$ cat src/rtl/nibble_add_pkg.sv
// Shared types and constants for the nibble-serial adder scheduler.
package nibble_add_pkg;

  localparam int NIB_W = 4;

  typedef enum logic [1:0] {
    IDLE = 2'd0,
    RUN  = 2'd1,
    DONE = 2'd2
  } state_t;

  typedef logic req_id_t;

endpackage

$ cat src/rtl/nibble_add.sv
// Combinational 4-bit adder slice; exposes the carry into bit 3 so the
// caller can form signed overflow on the most significant nibble.
module nibble_add
  import nibble_add_pkg::*;
(
  input  logic [NIB_W-1:0] a_i,
  input  logic [NIB_W-1:0] b_i,
  input  logic             cin_i,
  output logic [NIB_W-1:0] s_o,
  output logic             cout_o,
  output logic             c3_o
);

  logic [3:0] low_sum;
  logic [1:0] top_sum;

  // Bits 2:0 first, then bit 3 on its own so its carry-in is visible.
  assign low_sum = {1'b0, a_i[2:0]} + {1'b0, b_i[2:0]} + {3'b000, cin_i};
  assign c3_o    = low_sum[3];
  assign top_sum = {1'b0, a_i[3]} + {1'b0, b_i[3]} + {1'b0, c3_o};
  assign s_o     = {top_sum[0], low_sum[2:0]};
  assign cout_o  = top_sum[1];

endmodule

$ cat src/rtl/nibble_add_sched.sv
// Round-robin scheduler sharing one nibble adder between two requesters;
// each WIDTH-bit add is walked LSB nibble first, one nibble per cycle.
//
// Handshakes: a transfer happens on a rising edge where valid and ready are
// both high. reqX_ready is a combinational function of the valid inputs and
// the arbiter pointer; valid must never wait on ready. rsp_* is held stable
// while rsp_valid is high and rsp_ready is low.
module nibble_add_sched
  import nibble_add_pkg::*;
#(
  parameter  int WIDTH = 16,
  localparam int NIB   = WIDTH / NIB_W
) (
  input  logic             clk,
  input  logic             rst_n,

  input  logic             req0_valid,
  output logic             req0_ready,
  input  logic [WIDTH-1:0] req0_a,
  input  logic [WIDTH-1:0] req0_b,
  input  logic             req0_cin,

  input  logic             req1_valid,
  output logic             req1_ready,
  input  logic [WIDTH-1:0] req1_a,
  input  logic [WIDTH-1:0] req1_b,
  input  logic             req1_cin,

  output logic             rsp_valid,
  input  logic             rsp_ready,
  output logic             rsp_id,
  output logic [WIDTH-1:0] rsp_sum,
  output logic             rsp_cout,
  output logic             rsp_ovf,

  output state_t           dbg_state_o
);

  localparam int                IDX_W    = (NIB > 1) ? $clog2(NIB) : 1;
  localparam logic [IDX_W-1:0]  IDX_LAST = IDX_W'(NIB - 1);

  state_t             state_q, state_d;
  logic [IDX_W-1:0]   idx_q, idx_d;
  req_id_t            last_q, last_d;
  req_id_t            id_q, id_d;
  logic [WIDTH-1:0]   a_q, a_d;
  logic [WIDTH-1:0]   b_q, b_d;
  logic [WIDTH-1:0]   sum_q, sum_d;
  logic               carry_q, carry_d;
  logic               ovf_q, ovf_d;

  logic               grant0, grant1, accept;
  req_id_t            win_id;
  logic [NIB_W-1:0]   nib_a, nib_b, nib_s;
  logic               nib_cout, nib_c3;
  logic               last_nib;

  // The requester that did not win last time has priority on contention.
  assign grant0 = req0_valid && (!req1_valid || (last_q == 1'b1));
  assign grant1 = req1_valid && (!req0_valid || (last_q == 1'b0));
  assign accept = (state_q == IDLE) && (grant0 || grant1);
  assign win_id = grant0 ? 1'b0 : 1'b1;

  assign last_nib = (idx_q == IDX_LAST);
  assign nib_a    = a_q[idx_q*NIB_W +: NIB_W];
  assign nib_b    = b_q[idx_q*NIB_W +: NIB_W];

  nibble_add u_nibble_add (
    .a_i    (nib_a),
    .b_i    (nib_b),
    .cin_i  (carry_q),
    .s_o    (nib_s),
    .cout_o (nib_cout),
    .c3_o   (nib_c3)
  );

  // FSM state register
  always_ff @(posedge clk or negedge rst_n) begin
    if (!rst_n) begin
      state_q <= IDLE;
    end else begin
      state_q <= state_d;
    end
  end

  // FSM next-state logic
  always_comb begin
    state_d = state_q;
    case (state_q)
      IDLE:    if (accept)    state_d = RUN;
      RUN:     if (last_nib)  state_d = DONE;
      DONE:    if (rsp_ready) state_d = IDLE;
      default:                state_d = IDLE;
    endcase
  end

  // FSM outputs; response fields read as zero outside DONE.
  always_comb begin
    req0_ready = 1'b0;
    req1_ready = 1'b0;
    rsp_valid  = 1'b0;
    rsp_id     = 1'b0;
    rsp_sum    = '0;
    rsp_cout   = 1'b0;
    rsp_ovf    = 1'b0;
    case (state_q)
      IDLE: begin
        req0_ready = grant0;
        req1_ready = grant1;
      end
      DONE: begin
        rsp_valid = 1'b1;
        rsp_id    = id_q;
        rsp_sum   = sum_q;
        rsp_cout  = carry_q;
        rsp_ovf   = ovf_q;
      end
      default: ;
    endcase
  end

  assign dbg_state_o = state_q;

  // Operand capture and nibble walk
  always_comb begin
    idx_d   = idx_q;
    last_d  = last_q;
    id_d    = id_q;
    a_d     = a_q;
    b_d     = b_q;
    sum_d   = sum_q;
    carry_d = carry_q;
    ovf_d   = ovf_q;
    if (accept) begin
      idx_d   = '0;
      last_d  = win_id;
      id_d    = win_id;
      a_d     = grant0 ? req0_a   : req1_a;
      b_d     = grant0 ? req0_b   : req1_b;
      carry_d = grant0 ? req0_cin : req1_cin;
      sum_d   = '0;
      ovf_d   = 1'b0;
    end else if (state_q == RUN) begin
      sum_d[idx_q*NIB_W +: NIB_W] = nib_s;
      carry_d = nib_cout;
      if (last_nib) begin
        ovf_d = nib_c3 ^ nib_cout;
      end else begin
        idx_d = idx_q + 1'b1;
      end
    end
  end

  always_ff @(posedge clk or negedge rst_n) begin
    if (!rst_n) begin
      idx_q   <= '0;
      last_q  <= 1'b1;
      id_q    <= 1'b0;
      a_q     <= '0;
      b_q     <= '0;
      sum_q   <= '0;
      carry_q <= 1'b0;
      ovf_q   <= 1'b0;
    end else begin
      idx_q   <= idx_d;
      last_q  <= last_d;
      id_q    <= id_d;
      a_q     <= a_d;
      b_q     <= b_d;
      sum_q   <= sum_d;
      carry_q <= carry_d;
      ovf_q   <= ovf_d;
    end
  end

endmodule
$ cat config.mk
export PLATFORM = sky130hd
export DESIGN_NAME = nibble_add_sched
export DESIGN_NICKNAME = d
export VERILOG_FILES = /design/src/rtl/nibble_add_pkg.sv /design/src/rtl/nibble_add.sv /design/src/rtl/nibble_add_sched.sv
export SDC_FILE = /design/constraint.sdc
export NUM_CORES = 1
export LEC_CHECK = 0
export ABC_AREA = 1
export CORE_MARGIN = 8
export CORE_UTILIZATION = 49
export CTS_CLUSTER_DIAMETER = 30
export DETAILED_ROUTE_END_ITERATION = 7
export GPL_TIMING_DRIVEN = 0
export PLACE_DENSITY = 0.79
export SETUP_SLACK_MARGIN = 0.02
export SYNTH_ARGS = -nofsm -noshare
export SYNTH_HDL_FRONTEND = slang
export SYNTH_HIERARCHICAL = 1
export SYNTH_SLANG_ARGS = --single-unit
export TNS_END_PERCENT = 1
$ cat constraint.sdc
create_clock -name clk -period 3.6 [get_ports clk]
set_input_delay 0.72 -clock clk [delete_from_list [all_inputs] [get_ports clk]]
set_output_delay 0.72 -clock clk [all_outputs]
set_load 0.02 [all_outputs]
==> impl_metrics.toml, run 1 <==
[layout]
fillers = 641
drive_gt1_share_pct = 5.46
multi_input_area_um2 = 1700
fin_nets = 685
antenna-diode-count = 0
syn2layout_area_growth_pct = 33.7
stdcell_count = 700
seq_area_um2 = 1400

[power_and_ir_drop]
ir_worst_vdd_v = 0.000379
p_leak_nw = 2.32
power.density_nw_per_um2 = 743

[die]
ios = 95
die_h_um = 99.8
num_rows = 30
die_w_um = 99.8
core_area_um2 = 6790
fp.dieArea_um2 = 9960
start_util_pct = 50.6

[status]
status = "finished clean"

[route]
detail_route.wl_per_cell_um = 13.5
drt_first_pass_iters = 4
drt-initial-drc-count = 148
ant_nets = 0
via_per_inst = 4.95
drc_errors = 0
wl_um = 9430
vias = 3465

[logic_synthesis]
synth_area_leaders = "dfrtp_1, nand2_1, nand3_1"
yosysTopAreaCellShare_pct = 40.0
async_flop_share_pct = 100
synth_cells = 502
synth_seq_cells = 56
synth_most_common_cell = "nand2_1"
ys_top_cells_by_count = "nand2_1, dfrtp_1, inv_1, nor2_1, nand3_1"
ys_warn_count = 6
avgSynthCellArea_um2 = 6.85
synth_area_um2 = 3440
synth_cell_type_count = 29
yosys_most_used_dff = "dfrtp_1"
syn_nets = 584
ys_seq_area_share_pct = 40.8
synth_edf_count = 0
synth_top_area_cell = "dfrtp_1"

[worst_setup_path]
reg2reg_from = "idx_q[0]"
cp-startpoint = "req1_valid"
crit_chain = "clkdlybuf4s50_1, nand2_2, nand2_2, buf_4, nor2_1, clkdlybuf4s50_1"
slowest_stage = "clkdlybuf4s50_1"
path_class = "in -> out"
cpPeakStageDelay_ps = 620
required_ps = 2880
startpoint_type = "primary input"
cp.buffers_inverters = 3
arrival_ps = 2520
path_delay_family = "buffers and inverters"
end_kind = "output pin"
crit_fanout = 10

[clocking]
cts_inserted_buffers = 5
cts_tree = "done"
clk_pin_slew_worst_paths_ps = 100
cts_resized = 0
cts_sinks = 56
cts_max_path_buffers = 2
worstSkewPairLatency_ps = 310
post_cts_buffers = 0
ctsHtreeMaxLevel = 2
ctsRootBufferMaster = "clkbuf_8"
cts_hold_buf = 0

[timing]
setup_viol = 0
hold_viol = 0
final_max_slew_viol_count = 0
clock_skew_ps = 7.70
rsz0062_at_grt = "no"
setup_tns_ps = 0
finalCriticalPeriod_ps = 3240
hold_ws_ps = 398
worstMarginPinSlew_ps = 593
period_share_pct = 89.9
clock.fmax_mhz = 309
slew_headroom_pct = 60.5

[place]
gp_congestion = 0.915
place_inst = 692
dp_hpwl_um = 7590
numPortBuffers = 93

[run]
maxCapViolCount = 0

[global_routing]
grt_first_pass_wirelength_um = 16000
grt_pass1_vias = 3581
gr-usage-all-layers_pct = 19.5
grt_max_degree = 32
antenna_found_initial = 0
grt_overflow = 0

[worst_hold_path]
hold_class = "in -> async"
-- cell families (layout without fill, tap and decap cells) --
kind of cell | count (synthesis) | count (layout) | synth area share (%)
adder cells (fa/ha/maj) | 11 | 11 | 4.65
XOR/XNOR | 2 | 2 | 0.509
flip-flops | 56 | 56 | 40.8
AND/OR/NAND/NOR | 308 | 308 | 36.3
buffers and inverters | 78 | 180 | 9.85
AO/OA/AOI/OAI | 47 | 47 | 7.96
-- sequential cells by signal, summed over array words and instances (netlist names) --
register     flops
idx_q            2
last_q           1
dbg_state_o      2
carry_q          1
sum_q           16
a_q             16
ovf_q            1
b_q             16
id_q             1
-- metrics by stage --
stage / instance area [um2] / power (W) / utilization (%) / setup WS, ps
floorplan: 3440 / 0.00248 / - / 920
global placement: 4490 / 0.00297 / 66.1 / 214
detailed placement: 4510 / 0.00305 / 66.3 / 353
CTS: 4600 / 0.00342 / 67.7 / 355
global route: 4600 / 0.00375 / 67.7 / 256
finish: 4600 / 0.00342 / 67.7 / 363
-- metal layers --
layer  track usage [%]  up-vias  routed length (um)
li1                  -     1766                   -
met1              23.0     1574                4060
met2              34.0      109                4670
met3              4.15       16                 496
met4              7.33        0                 192
met5                 0        -                   0
-- final timing paths --
path	end	slack (ps)	cells past startpoint
max in group asynchronous	last_q	2560	2
worst max-delay path	req0_ready	360	6
worst max register to register	sum_q[6]	490	13
worst min-delay path	sum_q[4]	400	1
min in group clk	a_q[6]	490	2
worst min register to register	a_q[6]	490	2
-- final cells by class --
class / instances / share of cell area (%)
Buffer: 26 / 3.13
Clock buffer: 6 / 1.80
Inverter: 52 / 4.24
Sequential cell: 56 / 30.5
Tap cell: 96 / 2.61
Timing Repair Buffer: 94 / 20.6
Multi-Input combinational cell: 368 / 36.9
Clock inverter: 2 / 0.218
-- placed cells by master (no fill, tap or decap), types with 3 or more instances in the layout --
cell type and n:
o21ai_1 10, o21ai_0 20, o211ai_1 7, nand2_1 197, buf_4 8, ha_1 8, o22ai_1 8, dfrtp_1 55
nand3_1 49, fa_1 3, clkbuf_1 8, clkdlybuf4s50_1 92, inv_1 50, clkbuf_8 6, nor2_1 50, buf_2 8
nor3_1 5
-- worst reg2reg max path, cell delays in order (launching register included) --
cell,delay [ps]
dfrtp_1,430
buf_2,200
inv_1,160
buf_2,300
nor2_1,70
o22ai_1,180
inv_1,90
fa_1,480
fa_1,400
xnor2_1,220
inv_1,80
nor3_1,230
nand2_1,110
o21ai_1,90
-- report_power, final --
| group | switching [W] | internal (W) | total [W] | leakage, nW |
|---|---|---|---|---|
| Clock | 0.000203 | 0.000154 | 0.000357 | 0.0510 |
| Sequential | 0.000161 | 0.000890 | 0.00105 | 0.718 |
| Combinational | 0.00128 | 0.000727 | 0.00201 | 1.55 |
| Total | 0.00164 | 0.00177 | 0.00342 | 2.32 |
(Power assumes the default switching activity.)
==> run 2, diff against run 1 <==
--- a/config.mk
+++ b/config.mk
@@ -10,7 +10,7 @@
 export CORE_UTILIZATION = 49
 export CTS_CLUSTER_DIAMETER = 30
 export DETAILED_ROUTE_END_ITERATION = 7
-export GPL_TIMING_DRIVEN = 0
+export GPL_TIMING_DRIVEN = 1
 export PLACE_DENSITY = 0.79
 export SETUP_SLACK_MARGIN = 0.02
 export SYNTH_ARGS = -nofsm -noshare
==> run 2 against run 1 <==
Via count is 2.9% lower. Fmax is 9.3% higher. Largest cell class unchanged. Critical path type unchanged. Critical endpoint unchanged. Largest power group unchanged. First-iteration DRC count is 16% higher. Critical path depth is 2 lower.
==> impl_metrics.toml, run 2 (synthesis results as in run 1) <==
[worst_setup_path]
slowest_stage = "clkdlybuf4s50_1"
cp.buffers_inverters = 2
cpPeakStageDelay_ps = 650
arrival_ps = 2240
end_kind = "output pin"
path_delay_family = "buffers and inverters"
crit_chain = "clkdlybuf4s50_1, nand2_2, nor2_1, clkdlybuf4s50_1"
crit_fanout = 7
path_class = "in -> out"
crit_path_frequent_cell = "clkdlybuf4s50_1"
reg2regPathDepth = 15
crit_cells = 4
startpoint_type = "primary input"
required_ps = 2880

[power_and_ir_drop]
p_leak_nw = 2.26
ir_worst_vdd_v = 0.000300
power.density_nw_per_um2 = 737

[layout]
stdcell_count = 681
final_common_cell = "nand2_1"
syn2layout_area_growth_pct = 30.7
top_regs = "a_q (16), b_q (16), sum_q (16)"
layout_common_cells = "nand2_1, clkdlybuf4s50_1, dfrtp_1, inv_1, nor2_1"
drive_gt1_share_pct = 3.59
fillers = 616
antenna-diode-count = 0
fin_nets = 666

[die]
core_area_um2 = 6790
fp.dieArea_um2 = 9960
die_w_um = 99.8
die_h_um = 99.8
ios = 95
num_rows = 30
start_util_pct = 50.6

[clocking]
post_cts_buffers = 0
cts_sinks = 56
cts_hold_buf = 0
clk_pin_slew_worst_paths_ps = 90
worstSkewPairLatency_ps = 310
cts_inserted_buffers = 5
cts_resized = 0
cts_tree = "done"
ctsHtreeMaxLevel = 2
cts_max_path_buffers = 2
ctsRootBufferMaster = "clkbuf_8"

[global_routing]
gr-usage-all-layers_pct = 17.6
antenna_found_initial = 0
grt_pass1_vias = 3277
grt_first_pass_wirelength_um = 14600
grt_max_degree = 43
grt_overflow = 0

[timing]
setup_viol = 0
final_max_slew_viol_count = 0
clock_skew_ps = 6.48
slew_headroom_pct = 40.2
hold_ws_ps = 487
setup_tns_ps = 0
hold_viol = 0
period_share_pct = 82.2
rsz0062_at_grt = "no"
clock.fmax_mhz = 338
worstMarginPinSlew_ps = 897
finalCriticalPeriod_ps = 2960

[route]
drt-initial-drc-count = 171
ant_nets = 0
detail_route.wl_per_cell_um = 12.5
drc_errors = 0
vias = 3365
drt_first_pass_iters = 4
wl_um = 8480
via_per_inst = 4.94

[status]
status = "finished clean"

[run]
maxCapViolCount = 0

[place]
place_inst = 673
dp_hpwl_um = 6690
gp_congestion = 0.922
numPortBuffers = 94

[worst_hold_path]
hold_class = "reg -> reg"
hold_path_depth = 2
[run 2: worst min-delay path, cell delays in order, from the launching register on]
cell and delay (ps):
dfrtp_1 360, nand2_1 50, nand2_1 50
[run 2: through the flow]
step | total power (W) | cell area, um2 | setup slack [ps] | util, %
final | 0.00331 | 4500 | 639 | 66.2
after global routing | 0.00366 | 4500 | 378 | 66.2
after CTS | 0.00332 | 4500 | 651 | 66.2
after detailed placement | 0.00297 | 4410 | 664 | 64.8
after global placement | 0.00289 | 4410 | 718 | 64.8
after floorplan | 0.00248 | 3440 | 920 | -
[run 2: final timing paths]
| check | to | from | slack (ps) |
|---|---|---|---|
| max | req0_ready | req0_valid | 640 |
| min | a_q[8] | a_q[8] | 490 |
| max reg2reg | sum_q[11] | idx_q[1] | 710 |
| min reg2reg | a_q[8] | a_q[8] | 490 |
| max in group asynchronous | b_q[3] | rst_n | 2340 |
| min in group asynchronous | sum_q[0] | rst_n | 530 |
[run 2: cell type report]
class | instances | area (um2) | area share, %
clock buffer | 8 | 90.1 | 2.00
inverter | 52 | 195 | 4.34
multi-input combinational | 368 | 1700 | 37.8
sequential | 56 | 1400 | 31.2
tap | 96 | 120 | 2.67
timing repair buffer | 101 | 988 | 22.0
[run 2: power breakdown]
group          leakage [nW]  internal [W]  switching [W]
Combinational          1.49      0.000686        0.00122
Sequential            0.718      0.000890       0.000163
Clock                0.0455      0.000157       0.000194
[run 2: per-layer routing]
metal	vias up	wire length (um)	track usage (%)
met5	-	0	0
met2	104	4100	28.6
met3	16	506	4.78
met4	0	178	6.87
met1	1516	3700	21.7
li1	1729	-	-
==> run 3, diff against run 2 <==
--- a/config.mk
+++ b/config.mk
@@ -7,11 +7,11 @@
 export LEC_CHECK = 0
 export ABC_AREA = 1
 export CORE_MARGIN = 8
-export CORE_UTILIZATION = 49
+export CORE_UTILIZATION = 44
 export CTS_CLUSTER_DIAMETER = 30
 export DETAILED_ROUTE_END_ITERATION = 7
 export GPL_TIMING_DRIVEN = 1
-export PLACE_DENSITY = 0.79
+export PLACE_DENSITY = 0.75
 export SETUP_SLACK_MARGIN = 0.02
 export SYNTH_ARGS = -nofsm -noshare
 export SYNTH_HDL_FRONTEND = slang
==> constraint.sdc (replaced) <==
create_clock -name clk -period 2.5 [get_ports clk]
set_input_delay 0.5 -clock clk [delete_from_list [all_inputs] [get_ports clk]]
set_output_delay 0.5 -clock clk [all_outputs]
set_load 0.02 [all_outputs]
==> run 3 against run 2 <==
The run now ends with negative setup slack left. Power rose by 69%. Hold slack got worse by 260 ps. Count of clock-buffer cells in the layout fell by 3. Die area rose by 9.5%. Final cell count rose by 2.8%. First-iteration DRC count rose by 15%. Sequential power rose by 47%. Sequential share of layout area fell by 1.8 points. Setup slack got worse by 720 ps. Non-clock buffer count rose by 13. Highest routed layer unchanged.
==> impl_metrics.toml, run 3 (synthesis results as in run 1) <==
[global_routing]
grt_first_pass_wirelength_um = 15000
grt_pass1_vias = 3362
grt_overflow = 0
antenna_found_initial = 0
grt_max_degree = 36
gr-usage-all-layers_pct = 16.0

[route]
via_per_inst = 4.92
detail_route.wl_per_cell_um = 13.0
wl_um = 9090
drt-initial-drc-count = 196
ant_nets = 0
vias = 3444
drt_first_pass_iters = 4
drc_errors = 0

[layout]
syn2layout_area_growth_pct = 38.9
fillers = 667
final_common_cell = "nand2_1"
top_regs = "a_q (16), b_q (16), sum_q (16)"
drive_gt1_share_pct = 9.53
layout_common_cells = "nand2_1, clkdlybuf4s50_1, dfrtp_1, nand3_1, inv_1"
fin_nets = 679
antenna-diode-count = 0

[timing]
slew_headroom_pct = 53.0
worstMarginPinSlew_ps = 706
finalCriticalPeriod_ps = 2580
setup_viol = 1
clock.fmax_mhz = 388
clock_skew_ps = 7.07
setup_slack_ps = -78.7
hold_viol = 0
setup_tns_ps = -78.7
period_share_pct = 103
final_max_slew_viol_count = 0
rsz0062_at_grt = "yes"

[run]
maxCapViolCount = 0

[place]
numPortBuffers = 94
pre_cts_ws_ps = 20.9
gp_congestion = 0.847
dp_hpwl_um = 6810

[status]
violations = "negative setup slack"
status = "finished with violations"

[clocking]
worstSkewPairLatency_ps = 310
ctsHtreeMaxLevel = 2
cts_hold_buf = 0
clk_pin_slew_worst_paths_ps = 100
cts_max_path_buffers = 2
cts_tree = "done"
cts_sinks = 56
cts_inserted_buffers = 5
ctsRootBufferMaster = "clkbuf_8"

[power_and_ir_drop]
p_leak_nw = 2.60
ir_worst_vdd_v = 0.000539
power.density_nw_per_um2 = 1170

[worst_setup_path]
arrival_ps = 2830
crit_fanout = 8
path_class = "reg -> reg"
startpoint_type = "flop"
end_kind = "flop"
required_ps = 2750

[die]
die_h_um = 104
start_util_pct = 45.0
fp.dieArea_um2 = 10900
num_rows = 32
ios = 95
die_w_um = 104
core_area_um2 = 7650

[worst_hold_path]
hold_class = "in -> async"
-- run 3: cell types whose count changed in the layout (fill, tap and decap cells not counted), sizes merged, moves of 3 or more --
| cell | previous run | this run |
|---|---|---|
| buf | 8 | 21 |
| clkbuf | 8 | 5 |
| clkdlybuf4s50 | 93 | 78 |
| dlygate4sd2 | 0 | 3 |
| dlymetal6s2s | 0 | 12 |
-- run 3: critical path: stages (launching register included) --
cell and delay (ps):
dfrtp_2 470, buf_8 150, buf_8 130, nor2_4 100, o22ai_2 110, ha_4 320, nand2_1 80, nor2_2 150
nor2_2 70, fa_1 460, inv_2 70, inv_2 40, nor2_2 90, nand2_1 50, nand2_1 60, nand2_1 50
nor2_1 110
-- run 3: path summary, 6_finish.rpt --
check | startpoint | end | slack (ps) | cells past startpoint
max reg2reg | idx_q[0] | sum_q[11] | -80 | 16
min reg2reg | a_q[12] | a_q[12] | 490 | 2
max | idx_q[0] | sum_q[11] | -80 | 16
min in group clk | a_q[12] | a_q[12] | 490 | 2
max in group asynchronous | rst_n | last_q | 1620 | 2
min | rst_n | sum_q[2] | 220 | 1
-- run 3: final cells by class --
type                            instances  area (um2)  area share, %
Inverter                               52         203           4.24
Timing Repair Buffer                  114        1160           24.3
Tap cell                              102         128           2.67
Sequential cell                        56        1410           29.4
Clock inverter                          3        42.5          0.890
Multi-Input combinational cell        368        1770           37.1
Clock buffer                            5        68.8           1.44
-- run 3: what timing repair did --
action                                  in CTS  in global routing
setup buffers                                0                  5
endpoints found under the setup margin       6                 22
resized for setup                            7                 41
pin swaps                                    1                 12
-- run 3: routing by layer --
| metal | global-route usage, % | part of all wire (%) |
|---|---|---|
| met4 | 3.83 | 1.9 |
| met1 | 19.8 | 44 |
| met2 | 26.8 | 47 |
| met5 | 0 | 0 |
| met3 | 4.58 | 6.2 |
-- run 3: per-stage QoR --
step	hold WS (ps)	util (%)	std cells	area (um2)	power (W)
3_5_place_dp	466	58.9	687	4510	0.00447
3_3_place_gp	464	58.9	687	4510	0.00437
4_1_cts	241	60.5	695	4630	0.00510
6_report	222	62.5	700	4780	0.00559
5_1_grt	282	62.5	700	4780	0.00606
2_1_floorplan	204	-	502	3460	0.00362
-- run 3: power by group --
| part | switching (W) | internal [W] | total, W |
|---|---|---|---|
| combinational | 0.00205 | 0.00140 | 0.00346 |
| sequential | 0.000253 | 0.00128 | 0.00154 |
| clock | 0.000298 | 0.000297 | 0.000594 |
